### config.mk
export PLATFORM = sky130hd
export DESIGN_NAME = free_tag_list_flat
export DESIGN_NICKNAME = d
export VERILOG_FILES = /design/src/rtl/free_tag_list_pkg.sv /design/src/rtl/free_tag_list_if.sv /design/src/rtl/free_tag_bitmap.sv /design/src/rtl/free_tag_list.sv /design/src/flat_wrapper.sv
export SDC_FILE = /design/constraint.sdc
export NUM_CORES = 1
export LEC_CHECK = 0
export ABC_AREA = 1
export BUFFER_PORTS_ARGS = -buffer_cell sky130_fd_sc_hd__buf_2
export CORE_UTILIZATION = 25
export DETAILED_ROUTE_END_ITERATION = 6
export MAX_ROUTING_LAYER = met4
export PLACE_DENSITY = 0.49
export SLEW_MARGIN = 5
export SYNTH_ARGS = -nofsm -noshare
export SYNTH_HDL_FRONTEND = slang
export SYNTH_SLANG_ARGS = --single-unit
export TNS_END_PERCENT = 50
### constraint.sdc
create_clock -name clk -period 6.4 [get_ports clk]
set_input_delay 0.96 -clock clk [delete_from_list [all_inputs] [get_ports clk]]
set_output_delay 0.96 -clock clk [all_outputs]
set_load 0.05 [all_outputs]
### src/rtl/free_tag_list_pkg.sv
// rtl/free_tag_list_pkg.sv - shared rename/ROB tag constants and tag type
package free_tag_list_pkg;

    localparam int NUM_TAGS  = 64;
    localparam int ARCH_REGS = 32;
    localparam int TAG_W     = $clog2(NUM_TAGS);
    localparam int NULL_TAG  = 0;

    typedef logic [TAG_W-1:0] tag_t;

endpackage

### src/rtl/free_tag_list_if.sv
// rtl/free_tag_list_if.sv - ROB freed-tag and rename allocation bundle for the free list
interface free_tag_list_if
    import free_tag_list_pkg::*;
#(
    parameter int TAG_BITS   = TAG_W,
    parameter int COUNT_BITS = $clog2(NUM_TAGS - ARCH_REGS) + 1
);

    logic [TAG_BITS-1:0]   freed_tag_1;
    logic [TAG_BITS-1:0]   freed_tag_2;
    logic                  alloc_enable;
    logic [TAG_BITS-1:0]   alloc_tag;
    logic                  alloc_available;
    logic [COUNT_BITS-1:0] free_count;

    modport master (
        output freed_tag_1, freed_tag_2, alloc_enable,
        input  alloc_tag, alloc_available, free_count
    );

    modport slave (
        input  freed_tag_1, freed_tag_2, alloc_enable,
        output alloc_tag, alloc_available, free_count
    );

endinterface

### src/rtl/free_tag_bitmap.sv
// rtl/free_tag_bitmap.sv - per-tag "is free" bitmap used when FREE_TAG_LIST_CHECK_EN is defined
module free_tag_bitmap
    import free_tag_list_pkg::*;
#(
    parameter int TAGS     = NUM_TAGS,
    parameter int ARCH     = ARCH_REGS,
    parameter int TAG_BITS = $clog2(TAGS)
) (
    input  logic                clk,
    input  logic                reset,
    input  logic [TAG_BITS-1:0] tag_1,
    input  logic [TAG_BITS-1:0] tag_2,
    input  logic                set_1,
    input  logic                set_2,
    input  logic                clr_en,
    input  logic [TAG_BITS-1:0] clr_tag,
    output logic                accept_1,
    output logic                accept_2
);

    logic [TAGS-1:0] is_free;

    // A tag may be freed only if it is a real tag and not already sitting in the free list.
    assign accept_1 = (32'(tag_1) < TAGS) && !is_free[tag_1];
    assign accept_2 = (32'(tag_2) < TAGS) && !is_free[tag_2];

    // Allocation clears the popped tag; accepted frees mark their tags free again.
    always_ff @(posedge clk) begin
        if (reset) begin
            for (int i = 0; i < TAGS; i++) begin
                is_free[i] <= (i >= ARCH);
            end
        end else begin
            if (clr_en) is_free[clr_tag] <= 1'b0;
            if (set_1)  is_free[tag_1]   <= 1'b1;
            if (set_2)  is_free[tag_2]   <= 1'b1;
        end
    end

endmodule

### src/rtl/free_tag_list.sv
// rtl/free_tag_list.sv - physical-register free list; FREE_TAG_LIST_CHECK_EN adds double-free checking
module free_tag_list #(
    parameter int NUM_TAGS  = free_tag_list_pkg::NUM_TAGS,
    parameter int ARCH_REGS = free_tag_list_pkg::ARCH_REGS
) (
    input  logic           clk,
    input  logic           reset,
`ifdef FREE_TAG_LIST_CHECK_EN
    output logic           free_error,
`endif
    free_tag_list_if.slave bus
);
    import free_tag_list_pkg::*;

    localparam int DEPTH    = NUM_TAGS - ARCH_REGS;
    localparam int TAG_BITS = $clog2(NUM_TAGS);
    localparam int PTR_W    = $clog2(DEPTH);
    localparam int CNT_W    = PTR_W + 1;

    typedef logic [TAG_BITS-1:0] slot_t;

    slot_t            mem [DEPTH];
    logic [PTR_W-1:0] head;
    logic [PTR_W-1:0] tail;
    logic [CNT_W-1:0] count;

    logic             nonzero_1;
    logic             nonzero_2;
    logic             valid_1;
    logic             valid_2;
    logic             pop;
    logic             push_1;
    logic             push_2;
    logic [CNT_W:0]   space;

    assign bus.alloc_available = (count != '0);
    assign bus.alloc_tag       = bus.alloc_available ? mem[head] : '0;
    assign bus.free_count      = count;

    assign nonzero_1 = (bus.freed_tag_1 != TAG_BITS'(NULL_TAG));
    assign nonzero_2 = (bus.freed_tag_2 != TAG_BITS'(NULL_TAG));

    // An allocation against an empty list is ignored; a same-cycle free is not bypassed.
    assign pop = bus.alloc_enable && bus.alloc_available;

`ifdef FREE_TAG_LIST_CHECK_EN
    logic accept_1;
    logic accept_2;
    logic dup_pair;
    logic err_event;

    free_tag_bitmap #(
        .TAGS     (NUM_TAGS),
        .ARCH     (ARCH_REGS),
        .TAG_BITS (TAG_BITS)
    ) u_bitmap (
        .clk      (clk),
        .reset    (reset),
        .tag_1    (bus.freed_tag_1),
        .tag_2    (bus.freed_tag_2),
        .set_1    (push_1),
        .set_2    (push_2),
        .clr_en   (pop),
        .clr_tag  (bus.alloc_tag),
        .accept_1 (accept_1),
        .accept_2 (accept_2)
    );

    // The same tag on both retire slots is queued once, via slot 1.
    assign dup_pair  = nonzero_1 && nonzero_2 && (bus.freed_tag_1 == bus.freed_tag_2);
    assign valid_1   = nonzero_1 && accept_1;
    assign valid_2   = nonzero_2 && accept_2 && !dup_pair;
    assign err_event = (nonzero_1 && !accept_1) || (nonzero_2 && (!accept_2 || dup_pair));

    // Sticky record of any illegal free since reset.
    always_ff @(posedge clk) begin
        if (reset) begin
            free_error <= 1'b0;
        end else if (err_event) begin
            free_error <= 1'b1;
        end
    end
`else
    assign valid_1 = nonzero_1;
    assign valid_2 = nonzero_2;
`endif

    // Free slots after this cycle's pop; slot 2 is the first push to be dropped on overflow.
    assign space  = (CNT_W + 1)'(DEPTH) - {1'b0, count} + {{CNT_W{1'b0}}, pop};
    assign push_1 = valid_1 && (space != '0);
    assign push_2 = valid_2 && (space > {{CNT_W{1'b0}}, push_1});

    // Circular queue: reset image holds the non-architectural tags in ascending order.
    always_ff @(posedge clk) begin
        if (reset) begin
            for (int i = 0; i < DEPTH; i++) begin
                mem[i] <= TAG_BITS'(ARCH_REGS + i);
            end
            head  <= '0;
            tail  <= '0;
            count <= CNT_W'(DEPTH);
        end else begin
            if (push_1) mem[tail] <= bus.freed_tag_1;
            if (push_2) mem[tail + PTR_W'(push_1)] <= bus.freed_tag_2;
            if (pop)    head <= head + PTR_W'(1);
            tail  <= tail + PTR_W'(push_1) + PTR_W'(push_2);
            count <= count + CNT_W'(push_1) + CNT_W'(push_2) - CNT_W'(pop);
        end
    end

endmodule

### src/flat_wrapper.sv
// flat-port wrapper written by rule: the top's interface ports become plain ports
module free_tag_list_flat import free_tag_list_pkg::*;
#(
    parameter int NUM_TAGS  = free_tag_list_pkg::NUM_TAGS,
    parameter int ARCH_REGS = free_tag_list_pkg::ARCH_REGS
)
  (clk, reset, bus_freed_tag_1, bus_freed_tag_2, bus_alloc_enable, bus_alloc_tag, bus_alloc_available, bus_free_count);
  free_tag_list_if bus_i ();
  input  logic clk;
  input  logic reset;
  input wire logic [$bits(bus_i.freed_tag_1)-1:0] bus_freed_tag_1;
  input wire logic [$bits(bus_i.freed_tag_2)-1:0] bus_freed_tag_2;
  input wire logic [$bits(bus_i.alloc_enable)-1:0] bus_alloc_enable;
  output wire logic [$bits(bus_i.alloc_tag)-1:0] bus_alloc_tag;
  output wire logic [$bits(bus_i.alloc_available)-1:0] bus_alloc_available;
  output wire logic [$bits(bus_i.free_count)-1:0] bus_free_count;
  assign bus_i.freed_tag_1 = bus_freed_tag_1;
  assign bus_i.freed_tag_2 = bus_freed_tag_2;
  assign bus_i.alloc_enable = bus_alloc_enable;
  assign bus_alloc_tag = bus_i.alloc_tag;
  assign bus_alloc_available = bus_i.alloc_available;
  assign bus_free_count = bus_i.free_count;
  free_tag_list #(.NUM_TAGS(NUM_TAGS), .ARCH_REGS(ARCH_REGS)) u_core (.clk(clk), .reset(reset), .bus(bus_i));
endmodule
# After elaboration in Yosys (flattened, before gate mapping)
# Memories as Yosys holds them, arrays and structs flattened. A register that Yosys moved wholly into a read port is not among the register bits.
# Index checks and enable logic that the tools add are counted.
dict set report op_classes {
  addsub 8
  order_cmp 1
  n_mux 17
  n_reduce_logical 9
}
# op count
set op_table {}
lappend op_table {{5-bit 2-to-1 mux} 4}
lappend op_table {{6-bit 2-to-1 mux} 3}
lappend op_table {{6-bit nonzero test} 3}
lappend op_table {{6-bit by 1-bit adder with 6-bit output} 2}
lappend op_table {{6-bit OR reduction} 2}
lappend op_table {{5-bit by 1-bit adder with 5-bit output} 2}
lappend op_table {{1-bit 2-to-1 mux} 10}
lappend op_table {{7-bit by 1-bit adder with 7-bit output} 1}
lappend op_table {{7-bit by 1-bit greater-than comparator with 1-bit output} 1}
lappend op_table {{7-bit nonzero test} 1}
lappend op_table {{6-bit by 6-bit subtractor with 7-bit output (first input constant)} 1}
lappend op_table {{6-bit by 1-bit subtractor with 6-bit output} 1}
lappend op_table {{5-bit by 1-bit adder with 5-bit output (second input constant)} 1}
lappend op_table {{1-bit logical AND} 3}
dict set report word_totals {
  register_bits 16
  ramBits 192
  out_inout_bits 13
  elab_cells 39
  mem_count 1
}
# name words width rd rd_clocked_by_memory_dff write_ports line
set mem_list {}
lappend mem_list {u_core.mem 32 6 1 1 32 free_tag_list.sv:22} ;# slot_t mem [DEPTH];

# Logic depth before layout (Yosys ltp)
dict set report logic_depth {
  depth_word 12
  ltp_mapped 32
  ltp_nobuf 29
}

# Least setup slack after synthesis
# OpenSTA, ideal clock, no wires.
dict set report synth_path {
  kind {register to register}
  from {reg u_core.count[3], in the netlist u_core.bus.free_count[3]}
  to {reg u_core.count[4], in the netlist u_core.bus.free_count[4]}
  setup_ns 0.119
  arrival_ns 5.417
  required_ns 6.281
  setup_slack_ns 0.864
  stages_incl_launch_ff 30
  period_less_slack_ns 5.536
  path_cell_list {dfxtp_1 inv_1 ha_1 nand4_1 nand2_1 ha_1 inv_1 ha_1 nand2_1 nand2_1 nand2_1 nand3_1 nor2_1 nor2_2 clkbuf_1 ha_1 nor2_1 nor2_1 nand3_1 o21a_1 buf_4 clkbuf_1 inv_1 fa_1 inv_1 fa_1 a21oi_1 o21a_1 o21ai_0 a21oi_1}
}
dict set report synth_between {
  elab_chain_len 9
}
# item line
set synth_rtl {}
lappend synth_rtl {{start, declared} free_tag_list.sv:25} ;# logic [CNT_W-1:0] count;
lappend synth_rtl {{start signal, assigned} free_tag_list.sv:101} ;# count <= CNT_W'(DEPTH);
lappend synth_rtl {{start signal, assigned} free_tag_list.sv:107} ;# count <= count + CNT_W'(push_1) + CNT_W'(push_2) - CNT_W'(pop);
lappend synth_rtl {{6-bit nonzero test *} free_tag_list.sv:36} ;# assign bus.alloc_available = (count != '0);
lappend synth_rtl {{named net bus_alloc_available} flat_wrapper.sv:15} ;# output wire logic [$bits(bus_i.alloc_available)-1:0] bus_alloc_available;
lappend synth_rtl {{1-bit logical AND *} free_tag_list.sv:44} ;# assign pop = bus.alloc_enable && bus.alloc_available;
lappend synth_rtl {{7-bit by 1-bit adder with 7-bit output} free_tag_list.sv:89} ;# assign space = (CNT_W + 1)'(DEPTH) - {1'b0, count} + {{CNT_W{1'b0}}, pop};
lappend synth_rtl {{7-bit nonzero test} free_tag_list.sv:90} ;# assign push_1 = valid_1 && (space != '0);
lappend synth_rtl {{1-bit logical AND} free_tag_list.sv:90}
lappend synth_rtl {{7-bit by 1-bit greater-than comparator with 1-bit output} free_tag_list.sv:91} ;# assign push_2 = valid_2 && (space > {{CNT_W{1'b0}}, push_1});
lappend synth_rtl {{1-bit logical AND} free_tag_list.sv:91}
lappend synth_rtl {{6-bit by 1-bit adder with 6-bit output} free_tag_list.sv:107}
lappend synth_rtl {{6-bit by 1-bit subtractor with 6-bit output *} free_tag_list.sv:107}
# Mark *: on every way through the listed nets, which the timed path passes. The rest lies on a longest branch.
# A chain may end at the register's enable or synchronous reset.

==> run summary <==
For this block, the routed nets add up to 53.8 mm of wire. Once detail routing completed, the nets flagged for antenna violations numbered 0. In the final layout, flip-flops and latches occupy 6190 µm². Worst-margin pin slew: 1140 ps.

The largest single stage delay on the critical path is 730 ps. The synthesized area per cell is 7.80 µm², and the worst hold slack across all endpoints is 512 ps. The sum of buffers and inverters on the critical path works out to 5. The cell with the most instances after synthesis is sky130_fd_sc_hd__nand2_1. For the number of global-route vias before repair, the log shows 13277. Worst endpoint required time: 6620 ps. The critical path goes through inv_1 -> ha_1 -> nand4_1 -> nand2_1 -> ha_1 -> inv_1 -> ha_1 -> nand2_1 -> inv_1 -> nand2_1 -> nand2_1 -> nand3_1 -> nor2_1 -> nor2_4 -> buf_4 -> ha_1 -> nor2_1 -> nor2_1 -> nand3_1 -> o21a_4 -> buf_4 -> nand3_2 -> nand3_1. The tools report the initial antenna violation count as 0.

Number of primary I/O pins: 28. Entering global routing, the biggest net connects 174 pins. The number of slew-limit violations in the final report is 0. The critical path in this run is classified as reg2reg.

After synthesis the netlist holds a flip-flop and latch count of 213. Gates resized during post-CTS repair numbered 0. The cell family contributing the most delay on the critical path is simple AND/OR/NAND/NOR gates.

The floorplan step set the die height to 246 µm. The logs give 3 for the maximum buffer depth of the clock tree and 1852 for the number of nets in the finished design. The most used flip-flop cell after synthesis is sky130_fd_sc_hd__edfxtp_1. After detailed routing, the number of vias per cell comes to 5.39. Clock tree synthesis selected as its root buffer the cell sky130_fd_sc_hd__clkbuf_16. The tools report the fraction of the yosys area taken by sequential cells as 0.417. STA classifies the critical path endpoint as a flip-flop.

The sum of net half-perimeters after detailed placement was 32.3 mm. By area the synthesized netlist is led by sky130_fd_sc_hd__edfxtp_1 39%, sky130_fd_sc_hd__nand2_1 16%, sky130_fd_sc_hd__nand4_1 14%. The tightest min-delay check is of the reg2reg type.

The area share of the leading cell type in the synthesized netlist was 0.388; the post-CTS repair timing setup buffer count was 0. The finished cells cover 16400 µm². The length of the first detailed-routing pass in iterations is 5. During synthesis, Yosys emitted a total of 0 warnings. Relative to the synthesized area, the layout overhead comes to 10.3%. STA puts the critical path data arrival time at 5600 ps. The top fanout value on the critical path is 84, and the total number of vias is 14018. Yosys mapped a number of flops with a built-in enable equal to 192.

The clock period minus worst slack is 5380 ps. The clock latency of the later-clocked register in the worst-skew pair is 550 ps, and the standard-cell row count is 88. After layout, the worst setup slack is 1020 ps. Initial core utilization: 0.255. The leakage power of the design came out at 6.06 nW. The flow ran to the end, and the final reports show no timing, DRC or antenna violations.

For the final routed database, the setup TNS stands at 0 ps. For this run the aggregate overflow at the end of global routing stands at 0. The placed instances occupy a cell area of 15500 µm². Setup violations remaining at the end of the flow were counted as 0. The worst setup skew after layout was 15.0 ps; the number of design-rule violations left by the first detailed-router iteration was 1248. The share of the clock period used by the worst path after layout works out to 0.841.

Counting instances in the post-synthesis netlist gives the leading cell types as 614 x sky130_fd_sc_hd__nand2_1, 337 x sky130_fd_sc_hd__nand4_1, 192 x sky130_fd_sc_hd__edfxtp_1. The count of buffers inserted at the top-level ports came out at 27. The die is 246 µm wide.

TritonCTS built the clock tree. The share of post-route cells with drive strength above 1 was 0.101. The worst setup path is launched from a flip-flop. At the end of routability-driven placement, the weighted congestion stood at 0.855. For this run, design rule violations remaining after detail routing come to 0. The run gives 0.182 as the total routing usage reported by global routing.

The logs give 1902 for the number of instances in the synthesized netlist and 6248 for the number of fill cells in the layout. Setup repair after global routing left no endpoint under its margin. The maximum level of the CTS H-tree was 1; the area enclosed by the die boundary was 60400 µm².

Counting the buffers created by CTS gives 26. The slowest stage of the critical path is the sky130_fd_sc_hd__buf_4 cell. Per-cell routed wire length: 20.7 µm. After synthesis the cells add up to 14800 µm².

The total count of hold-check failures in the final report is 0. In the final layout, the multi-input gates occupy 7730 µm². The worst setup slack after placement is 1070 ps, and the area of the core is 58100 µm².

The clock transition at the registers of the reported paths is 60 ps. The logs give 213 for the number of sinks handled by clock tree synthesis and 0 for the number of buffers added to fix hold violations after cts. Based on the critical path, the design can be clocked at up to 186 MHz. The remaining max-slew budget at the tightest pin was 0.241. Of all cell types, the one taking the most synthesized area is sky130_fd_sc_hd__edfxtp_1. The proportion of register bits with asynchronous set or reset after synthesis is 0, and the total power divided by cell area is 330 nW/µm².

Yosys mapped the design onto 32 distinct sky130hd cell types. The tools report the worst supply voltage drop on vdd as 0.000330 V. The first global-routing pass estimated 81.4 mm of wire.

Max-cap violations in this run came to 0. The post-synthesis net count came out at 1938.
state kept, by name (all words and copies together) (netlist names), named ones only:
register,flops
u_core.head,5
u_core.tail,5
u_core.bus.free_count,6
u_core.mem,192
metal layers:
metal / wire length [µm] / global-route usage / vias to the layer above
li1: - / - / 6572
met1: 23300 / 0.236 / 6657
met2: 24100 / 0.277 / 655
met3: 4320 / 0.0307 / 134
met4: 2100 / 0.0773 / 0
met5: 0 / - / -
report_power, final:
part           internal, mW  switching (mW)  total [mW]
clock network         0.956           0.605        1.56
logic                 0.464            1.59        2.05
registers              1.69          0.0914        1.78
logic make-up after synthesis:
family | synth area share
xor gates and xnor gates | 0.00556
DFF | 0.417
AOI/OAI and AO/OA | 0.0262
and+or+nand+nor | 0.469
adders and majority gates | 0.0187
buffers and inverters | 0.0633
worst register-to-register path, cell delays in order (launching register included):
cell                      delay [ps]
sky130_fd_sc_hd__dfxtp_1         340
sky130_fd_sc_hd__inv_1           150
sky130_fd_sc_hd__ha_1            220
sky130_fd_sc_hd__nand4_1         400
sky130_fd_sc_hd__nand2_1         360
sky130_fd_sc_hd__ha_1            200
sky130_fd_sc_hd__inv_1            40
sky130_fd_sc_hd__ha_1            210
sky130_fd_sc_hd__nand2_1         110
sky130_fd_sc_hd__inv_1            50
sky130_fd_sc_hd__nand2_1          50
sky130_fd_sc_hd__nand2_1          40
sky130_fd_sc_hd__nand3_1         100
sky130_fd_sc_hd__nor2_1           90
sky130_fd_sc_hd__nor2_4          110
sky130_fd_sc_hd__buf_4           410
sky130_fd_sc_hd__ha_1            320
sky130_fd_sc_hd__nor2_1          110
sky130_fd_sc_hd__nor2_1           50
sky130_fd_sc_hd__nand3_1          90
sky130_fd_sc_hd__o21a_4          160
sky130_fd_sc_hd__buf_4           730
sky130_fd_sc_hd__nand3_2         400
sky130_fd_sc_hd__nand3_1         330
through the flow:
stage	std cells	utilization	total power [mW]
final	2602	0.282	5.40
after global routing	2600	0.281	5.66
after CTS	2600	0.281	5.41
after detailed placement	2553	0.266	3.85
after global placement	2553	0.266	3.84
after floorplan	1902	-	3.23
area by class of cell:
cell class,instances,area share
antenna,2,0.000306
clock buffer,32,0.0443
clock inverter,15,0.0103
inverter,54,0.0131
multi-input combinational,1465,0.472
sequential,213,0.378
tap,765,0.0585
timing repair buffer,56,0.0231
worst paths after layout:
check                      endpoint  cells after the start  slack (ps)                startpoint
setup reg to reg  u_core.mem[17][3]                     23        1020  u_core.bus.free_count[3]
setup / recovery  u_core.mem[17][3]                     23        1020  u_core.bus.free_count[3]
hold reg to reg           flip-flop                      2         510            u_core.head[4]
hold / removal            flip-flop                      2         510            u_core.head[4]
cells in the final DEF, fill, tap and decap left out, drive strengths merged:
cell,n
nand2,615
nand4,337
nand3,209
nor2,201
edfxtp,192
buf,56
inv,51
o21ai,42
clkbuf,32
a21oi,25
dfxtp,21
ha,19
clkinv,14
o22ai,5
bufinv,4
xor2,3
diode,2
nor3,2
fa,2
o21a,2
o211ai,1
nor3b,1
nand3b,1
No activity file was read; power rests on OpenSTA's default activity.
